## src/rtl/fft_radix2_iter.sv

```systemverilog
// Iterative in-place radix-2 DIT FFT: real samples load serially (bit-reversed),
// one butterfly per enabled cycle, complex bins stream out in natural order.
module fft_radix2_iter #(
    parameter int LOG2N = 3,
    parameter int W     = 16,
    parameter int SCALE = 0
) (
    input  logic                 clk,
    input  logic                 rst,
    input  logic                 en,
    input  logic                 in_valid,
    output logic                 in_ready,
    input  logic [W-1:0]         in_data,
    output logic                 out_valid,
    input  logic                 out_ready,
    output logic [W+LOG2N-1:0]   out_re,
    output logic [W+LOG2N-1:0]   out_im,
    output logic [LOG2N-1:0]     out_index,
    output logic                 out_last
);
    localparam int N  = 1 << LOG2N;
    localparam int OW = W + LOG2N;
    localparam int IW = W + LOG2N + 1;
    localparam int SW = IW + 1;
    localparam int PW = IW + 17;

    localparam logic [LOG2N-1:0] IDX_ZERO = {LOG2N{1'b0}};
    localparam logic [LOG2N-1:0] IDX_ONE  = {{(LOG2N-1){1'b0}}, 1'b1};
    localparam logic [LOG2N-1:0] IDX_LAST = {LOG2N{1'b1}};
    localparam logic [LOG2N-2:0] BF_ZERO  = {(LOG2N-1){1'b0}};
    localparam logic [LOG2N-2:0] BF_LAST  = {(LOG2N-1){1'b1}};
    localparam logic [2:0]       ST_DONE  = 3'(LOG2N);

    typedef enum logic [1:0] {
        ST_LOAD    = 2'd0,
        ST_COMPUTE = 2'd1,
        ST_OUTPUT  = 2'd2
    } state_t;

    state_t state_r, state_nxt_s;
    logic [LOG2N-1:0] cnt_r, cnt_nxt_s, out_sel_s;
    logic [2:0]       stage_r;
    logic [LOG2N-2:0] bfly_r;
    logic             in_fire_s, out_fire_s, compute_done_s;

    logic signed [IW-1:0] mem_re [N];
    logic signed [IW-1:0] mem_im [N];

    logic [LOG2N-1:0] j_s, h_s, mask_s, a_s, b_s, t_s;
    logic [3:0]       t4_s;
    logic [2:0]       rom_s;
    logic signed [15:0]   wr_s, wi_s;
    logic signed [IW-1:0] ar_s, ai_s, br_s, bi_s, pr_s, pi_s;
    logic signed [PW-1:0] pr_full_s, pi_full_s;
    logic signed [IW-1:0] top_re_s, top_im_s, bot_re_s, bot_im_s;
    logic signed [IW-1:0] sel_re_s, sel_im_s;

    function automatic logic [LOG2N-1:0] bitrev(input logic [LOG2N-1:0] v);
        logic [LOG2N-1:0] r;
        for (int i = 0; i < LOG2N; i++) begin
            r[i] = v[LOG2N-1-i];
        end
        return r;
    endfunction

    // Q1.14 cos(2*pi*i/16)
    function automatic logic signed [15:0] tw_cos(input logic [2:0] i);
        case (i)
            3'd0:    tw_cos = 16'sd16384;
            3'd1:    tw_cos = 16'sd15137;
            3'd2:    tw_cos = 16'sd11585;
            3'd3:    tw_cos = 16'sd6270;
            3'd4:    tw_cos = 16'sd0;
            3'd5:    tw_cos = -16'sd6270;
            3'd6:    tw_cos = -16'sd11585;
            3'd7:    tw_cos = -16'sd15137;
            default: tw_cos = 16'sd0;
        endcase
    endfunction

    // Q1.14 -sin(2*pi*i/16)
    function automatic logic signed [15:0] tw_nsin(input logic [2:0] i);
        case (i)
            3'd0:    tw_nsin = 16'sd0;
            3'd1:    tw_nsin = -16'sd6270;
            3'd2:    tw_nsin = -16'sd11585;
            3'd3:    tw_nsin = -16'sd15137;
            3'd4:    tw_nsin = -16'sd16384;
            3'd5:    tw_nsin = -16'sd15137;
            3'd6:    tw_nsin = -16'sd11585;
            3'd7:    tw_nsin = -16'sd6270;
            default: tw_nsin = 16'sd0;
        endcase
    endfunction

    function automatic logic signed [IW-1:0] fold(input logic signed [SW-1:0] v);
        if (SCALE == 1) begin
            fold = IW'(v >>> 1'b1);
        end else begin
            fold = IW'(v);
        end
    endfunction

    assign in_fire_s      = en & in_valid & in_ready;
    assign out_fire_s     = en & out_valid & out_ready;
    assign compute_done_s = (stage_r == ST_DONE);
    assign cnt_nxt_s      = cnt_r + IDX_ONE;

    // Next-state decode
    always_comb begin
        state_nxt_s = state_r;
        case (state_r)
            ST_LOAD: begin
                if (in_fire_s && (cnt_r == IDX_LAST)) begin
                    state_nxt_s = ST_COMPUTE;
                end else begin
                    state_nxt_s = ST_LOAD;
                end
            end
            ST_COMPUTE: begin
                if (en && compute_done_s) begin
                    state_nxt_s = ST_OUTPUT;
                end else begin
                    state_nxt_s = ST_COMPUTE;
                end
            end
            ST_OUTPUT: begin
                if (out_fire_s && out_last) begin
                    state_nxt_s = ST_LOAD;
                end else begin
                    state_nxt_s = ST_OUTPUT;
                end
            end
            default: state_nxt_s = ST_LOAD;
        endcase
    end

    // State register
    always_ff @(posedge clk or negedge rst) begin
        if (!rst) begin
            state_r <= ST_LOAD;
        end else if (en) begin
            state_r <= state_nxt_s;
        end
    end

    // Pair (a, a+h) and twiddle index for butterfly j of the current stage
    always_comb begin
        j_s    = {1'b0, bfly_r};
        h_s    = IDX_ONE << stage_r;
        mask_s = h_s - IDX_ONE;
        a_s    = ((j_s >> stage_r) << (stage_r + 3'd1)) | (j_s & mask_s);
        b_s    = a_s | h_s;
        t_s    = (j_s & mask_s) << (3'(LOG2N - 1) - stage_r);
        t4_s   = 4'(t_s);
        rom_s  = 3'(t4_s << (4 - LOG2N));
    end

    // Butterfly datapath; t=0 skips the multiplier so its truncation never applies
    always_comb begin
        ar_s = mem_re[a_s];
        ai_s = mem_im[a_s];
        br_s = mem_re[b_s];
        bi_s = mem_im[b_s];
        wr_s = tw_cos(rom_s);
        wi_s = tw_nsin(rom_s);
        pr_full_s = PW'(br_s) * PW'(wr_s) - PW'(bi_s) * PW'(wi_s);
        pi_full_s = PW'(br_s) * PW'(wi_s) + PW'(bi_s) * PW'(wr_s);
        if (t_s == IDX_ZERO) begin
            pr_s = br_s;
            pi_s = bi_s;
        end else begin
            pr_s = IW'(pr_full_s >>> 5'd14);
            pi_s = IW'(pi_full_s >>> 5'd14);
        end
        top_re_s = fold(SW'(ar_s) + SW'(pr_s));
        top_im_s = fold(SW'(ai_s) + SW'(pi_s));
        bot_re_s = fold(SW'(ar_s) - SW'(pr_s));
        bot_im_s = fold(SW'(ai_s) - SW'(pi_s));
    end

    // Bin read-out selection: bin 0 on entry to OUTPUT, next bin on each transfer
    always_comb begin
        if (state_r == ST_OUTPUT) begin
            out_sel_s = cnt_nxt_s;
        end else begin
            out_sel_s = IDX_ZERO;
        end
        sel_re_s = mem_re[out_sel_s];
        sel_im_s = mem_im[out_sel_s];
    end

    // Sample buffer: bit-reversed load, then in-place butterfly write-back
    always_ff @(posedge clk) begin
        if (in_fire_s && (state_r == ST_LOAD)) begin
            mem_re[bitrev(cnt_r)] <= IW'($signed(in_data));
            mem_im[bitrev(cnt_r)] <= {IW{1'b0}};
        end else if (en && (state_r == ST_COMPUTE) && !compute_done_s) begin
            mem_re[a_s] <= top_re_s;
            mem_im[a_s] <= top_im_s;
            mem_re[b_s] <= bot_re_s;
            mem_im[b_s] <= bot_im_s;
        end
    end

    // Counters, handshake flags and registered bin outputs
    always_ff @(posedge clk or negedge rst) begin
        if (!rst) begin
            cnt_r     <= IDX_ZERO;
            stage_r   <= 3'd0;
            bfly_r    <= BF_ZERO;
            in_ready  <= 1'b1;
            out_valid <= 1'b0;
            out_re    <= {OW{1'b0}};
            out_im    <= {OW{1'b0}};
            out_index <= IDX_ZERO;
            out_last  <= 1'b0;
        end else if (en) begin
            case (state_r)
                ST_LOAD: begin
                    if (in_fire_s) begin
                        if (cnt_r == IDX_LAST) begin
                            cnt_r    <= IDX_ZERO;
                            in_ready <= 1'b0;
                            stage_r  <= 3'd0;
                            bfly_r   <= BF_ZERO;
                        end else begin
                            cnt_r <= cnt_nxt_s;
                        end
                    end
                end
                ST_COMPUTE: begin
                    if (compute_done_s) begin
                        out_valid <= 1'b1;
                        out_re    <= OW'(sel_re_s);
                        out_im    <= OW'(sel_im_s);
                        out_index <= IDX_ZERO;
                        out_last  <= 1'b0;
                        cnt_r     <= IDX_ZERO;
                    end else if (bfly_r == BF_LAST) begin
                        bfly_r  <= BF_ZERO;
                        stage_r <= stage_r + 3'd1;
                    end else begin
                        bfly_r <= bfly_r + {{(LOG2N-2){1'b0}}, 1'b1};
                    end
                end
                ST_OUTPUT: begin
                    if (out_ready) begin
                        if (out_last) begin
                            out_valid <= 1'b0;
                            out_last  <= 1'b0;
                            in_ready  <= 1'b1;
                            cnt_r     <= IDX_ZERO;
                        end else begin
                            out_re    <= OW'(sel_re_s);
                            out_im    <= OW'(sel_im_s);
                            out_index <= cnt_nxt_s;
                            out_last  <= (cnt_nxt_s == IDX_LAST);
                            cnt_r     <= cnt_nxt_s;
                        end
                    end
                end
                default: begin
                    in_ready <= 1'b1;
                end
            endcase
        end
    end

endmodule

```

## config.mk

```make
export PLATFORM = sky130hd
export DESIGN_NAME = fft_radix2_iter
export DESIGN_NICKNAME = d
export VERILOG_FILES = /design/src/rtl/fft_radix2_iter.sv
export SDC_FILE = /design/constraint.sdc
export NUM_CORES = 2
export LEC_CHECK = 0
export CELL_PAD_IN_SITES_DETAIL_PLACEMENT = 1
export CELL_PAD_IN_SITES_GLOBAL_PLACEMENT = 1
export CORE_ASPECT_RATIO = 0.5
export CORE_MARGIN = 5
export CORE_UTILIZATION = 48
export CTS_BUF_LIST = sky130_fd_sc_hd__clkbuf_4
export DETAILED_ROUTE_END_ITERATION = 8
export PLACE_DENSITY = 0.79
export SLEW_MARGIN = 20
export SYNTH_ARGS = -nofsm -noshare
export SYNTH_HDL_FRONTEND = slang
export SYNTH_SLANG_ARGS = --single-unit
export TNS_END_PERCENT = 20
```

## constraint.sdc

```tcl
create_clock -name clk -period 13.4 [get_ports clk]
set_input_delay 2.68 -clock clk [delete_from_list [all_inputs] [get_ports clk]]
set_output_delay 2.68 -clock clk [all_outputs]
set_load 0.01 [all_outputs]
```

* Word level (Yosys, flattened, before mapping)
Memories as Yosys holds them, arrays and structs flattened. Cells that the tools add are included.
Word-level totals: register bits after elaboration 54, memory bits (writable) 320, memory bits (read-only) 248, bits of input ports 21, memories kept 4
Memories:
- mem_im | words 8, width 20, rd ports 3, clocked after memory_dff 0, wr ports 2, RTL line 47 | logic signed [IW-1:0] mem_im [N];
- mem_re | words 8, width 20, rd ports 3, clocked after memory_dff 0, wr ports 2, RTL line 46 | logic signed [IW-1:0] mem_re [N];
- (no name shown) | words 8, width 16, rd ports 1, clocked after memory_dff 0, wr ports 0, RTL line 68 | case (i)
- (no name shown) | words 8, width 15, rd ports 1, clocked after memory_dff 0, wr ports 0, RTL line 83 | case (i)
Operators by class: add/sub/neg operators 11, multiply operators 4, eq/ne operators 14, shift-type cells 4, multiplexer cells 58, bitwise gates (word level) 8, reductions and logical operators 21
Operator list (count):
- $mul 20x16->34 | 4
- $mux 19 | 6
- $mux 20 | 4
- $pmux 19 s2 | 2
- $mux 3 | 14
- $add 20x20->20 | 2
- $reduce_or 20->1 | 2
- $sub 20x20->20 | 2
- $add 34x34->34 | 1
- $sub 34x34->34 | 1
- $reduce_and 5->1 | 4
- $mux 1 | 18
- $ne 2x2->1 const B | 7
- $mux 2 | 6
- $pmux 3 s2 | 2
- $reduce_and 6->1 | 2
- $pmux 3 s3 | 1
- $add 3x1->3 const B | 2
- $eq 3x3->1 const B | 2
- $logic_and 1x1->1 | 6
- $or 3x3->3 | 2
- $pmux 2 s3 | 1
- $shl 3x3->3 | 2
- $and 1x1->1 | 4
- 20 further kinds | 23

* Logic depth before layout (Yosys ltp)
An unclocked memory read counts as a cell.
depth in word-level cells 11, depth in mapped cells 60, depth with buffers taken out 54

* Least setup slack after synthesis
OpenSTA, ideal clock, no wires.
kind register to register, start point register stage_r[0], end point memory mem_re[0][18] in the netlist's numbering (data pin), setup time 0.296 ns, arrival time 12.713 ns, required time 13.104 ns, path slack 0.391 ns, stages on the path, launching flop included 57, period minus slack after synthesis 13.009 ns, cells stage by stage dfrtp_1 > clkbuf_1 > inv_1 > ha_1 > and2b_1 > clkbuf_1 > a211oi_4 > buf_6 > clkbuf_1 > buf_1 > clkbuf_1 > nand2_1 > nand3_1 > nand4_1 > nor2_1 > inv_1 > fa_1 > fa_1 > [... 21 more ...] > ha_1 > inv_1 > fa_1 > nor2b_1 > o21ai_0 > a21oi_1 > o21ai_0 > a21oi_1 > o21ai_0 > a21boi_0 > o21ai_0 > a21oi_1 > o21ai_0 > a21oi_1 > o41ai_1 > mux2i_1 > nor4_1 > mux2i_1
RTL lines:
- start, declared | RTL line 42 | logic [2:0] stage_r;
- start signal, assigned | RTL line 242 | stage_r <= stage_r + 3'd1;
- end, declared | RTL line 46

==> results.py <==
metrics = {
    "synth": {
        "syn-mean-instance-area_um2": 9.15,
        "ys_types": 91,
        "ys_top_cells_by_count": "1466 x inv_1, 1022 x fa_1, 1019 x nand2_1",
        "synth_most_common_cell": "inv_1",
        "syn-instance-count": 6754,
        "syn_area_um2": 61800,
        "synthDominantCellAreaShare_pct": 33.1,
        "yosysTopAreaCell": "fa_1",
        "ys_seq_area_share_pct": 17.7,
        "synth_seq_cells": 374,
        "synth-warning-count": 0,
        "synth_edf_count": 320,
        "synthTopCellsByArea": "fa_1 33%, edfxtp_1 16%, ha_1 10%, inv_1 8.9%, nand2_1 6.2%",
        "async_reset_ff_share_pct": 14.4,
        "syn_nets": 8304,
        "yosys_most_used_dff": "edfxtp_1",
    },
    "final_layout": {
        "syn_to_final_growth_pct": 14.6,
        "fin_nets": 8815,
        "drive_gt1_share_pct": 14.0,
        "fin_cells": 9069,
        "fin_util_pct": 55.2,
    },
    "floorplanning": {
        "chipWidth_um": 517,
        "chipHeight_um": 264,
        "core_um2": 128000,
        "ios": 65,
        "start_util_pct": 48.2,
        "rows": 93,
        "die_area_um2": 136000,
    },
    "critical_path": {
        "arrival_ps": 13880,
        "crit_path_start": "stage_r[1]",
        "rr_startpoint": "stage_r[1]",
        "cpPeakStageDelay_ps": 570,
        "cp-end-kind": "flip-flop",
        "critical_path_class": "reg -> reg",
        "required_ps": 14100,
        "crit_slowest_cell": "fa_1",
        "crit_fanout": 8,
        "critPathLaunchType": "flip-flop",
    },
    "detailed_routing": {
        "drtIter0Drc": 5214,
        "drc_errors": 0,
        "drt-total-wl_mm": 247,
        "routed-via-count": 53300,
        "vias_per_cell": 5.88,
        "dr.pass1.iters": 6,
        "wl_per_cell_um": 27.3,
        "antenna_left": 0,
    },
    "placed_design": {
        "port_buffers": 64,
        "gp_congestion": 0.985,
        "hpwl_mm": 193,
        "placedCellCount": 8840,
    },
    "run": {
        "drv_cap": 0,
    },
    "worst_hold_path": {
        "hp-class": "reg -> reg",
        "worstHoldStart": "out_im[18]",
    },
    "global_route": {
        "grt_pass1_wl_mm": 368,
        "track_usage_pct": 36.1,
        "gr-total-overflow": 0,
        "first_global_vias": 59700,
        "grt_max_degree": 156,
        "antenna_found_initial": 11,
    },
    "status": {
        "status": "finished, final reports clean",
    },
    "clock_tree": {
        "clock_sinks": 374,
        "hold_buffers": 0,
        "cts_root_buf": "clkbuf_4",
        "cts_tree": "done",
        "insertion_delay_ps": 930,
        "clk_pin_slew_ps": 70,
        "cts_buffers": 106,
        "clk_path_buf_depth": 3,
        "htree_levels": 3,
    },
    "sta": {
        "drv_slew": 0,
        "hold_viol": 0,
        "fin_skew_ps": 75.1,
        "tightest_slew_ps": 1240,
        "final.min_clock_period_ps": 13190,
        "setup_tns_ps": 0,
        "max_freq_mhz": 75.8,
        "max_slew_margin_pct": 17.2,
        "period_share_pct": 98.4,
        "setup_viol": 0,
    },
}
cell usage in the layout, fill, tap and decap left out, types with 10 or more instances in the layout:
cell,Yosys,layout
o31ai_1,18,10
nand2_1,1019,1008
o21bai_1,34,25
xor2_1,31,31
buf_4,0,570
a21oi_2,1,25
a32oi_1,11,11
and2_1,34,31
dfrtp_1,53,52
o21ai_1,4,13
nor3_1,27,24
o21ai_0,266,247
xnor2_1,114,110
a31oi_1,26,20
clkbuf_4,0,153
ha_1,507,492
fa_1,1022,1019
nor2_1,318,313
o21a_1,17,15
inv_2,1,12
nor2b_1,31,28
mux2i_1,216,216
and3_1,35,28
buf_6,4,12
nand3_1,346,343
buf_12,0,33
a22oi_1,14,10
a21o_1,52,48
clkdlybuf4s50_1,0,63
inv_1,1466,1457
mux4_2,38,38
nand4_1,24,24
or2_2,17,17
clkinv_1,2,31
nand2b_1,33,33
edfxtp_1,320,320
a21oi_1,248,219
worst paths after layout:
check                                     end  slack [ps]  cells past startpoint
worst min register to register     out_im[18]         480                      2
min in group asynchronous          out_im[18]        2000                      2
worst max-delay path            mem_im[5][18]         210                     54
worst max register to register  mem_im[5][18]         210                     54
worst min-delay path               out_im[18]         480                      2
max in group asynchronous          out_im[13]       10710                      2
per-stage QoR:
stage / cell area, um^2 / setup WS, ps / hold slack (ps)
after floorplan: 61800 / 391 / 501
after global placement: 68500 / -25.0 / 462
after detailed placement: 68500 / -699 / 470
after CTS: 70100 / 15.6 / 484
after global routing: 70800 / -131 / 504
final: 70800 / 214 / 481
area by class of cell:
| type | instances | area, um^2 |
|---|---|---|
| Antenna cell | 5 | 12.5 |
| Tap cell | 1710 | 2140 |
| Clock inverter | 44 | 216 |
| Clock buffer | 153 | 1150 |
| Multi-Input combinational cell | 4634 | 45100 |
| Inverter | 1469 | 5510 |
| Fill cell | 14800 | 57400 |
| Sequential cell | 374 | 11000 |
| Timing Repair Buffer | 680 | 5740 |
routing by layer:
metal / wire length [um] / track usage, %
met1: 93500 / 45.4
met2: 114000 / 58.2
met4: 15200 / 18.1
met3: 24600 / 8.75
met5: 17 / 0
state kept, by name, indices dropped and copies added, names as in the netlist:
register	count
cnt_r	3
in_ready	1
out_valid	1
out_last	1
state_r	2
mem_im	160
out_re	19
out_im	19
out_index	3
mem_re	160
bfly_r	2
stage_r	3
logic make-up after synthesis:
group                    after synthesis  share of synthesized area (%)
AND/OR/NAND/NOR                     1921                           13.4
buffers and inverters               1746                           10.7
flip-flops                           374                           17.7
XOR/XNOR                             150                           2.21
adder cells (fa/ha/maj)             1529                           43.4
multiplexers                         266                           5.10
AO/OA/AOI/OAI                        768                           7.49
worst max-delay path: cells and delay by family (launching register included):
family	cells	cell delay, ps
buffers and inverters	13	2020
xor gates and xnor gates	1	160
and+or+nand+nor	9	1910
adders and majority gates	13	5310
AOI/OAI and AO/OA	18	3110
DFF	1	420
timing repair:
| item | in CTS | in global routing |
|---|---|---|
| cloned | 0 | 1 |
| setup endpoints to repair | 74 | 151 |
| resized for setup | 46 | 128 |
| pin swaps | 10 | 50 |
| buffers inserted | 3 | 23 |
Power is left out: the tool's default activity adds up to more than one toggle a clock period on the data nets, which glitch-free logic cannot reach.
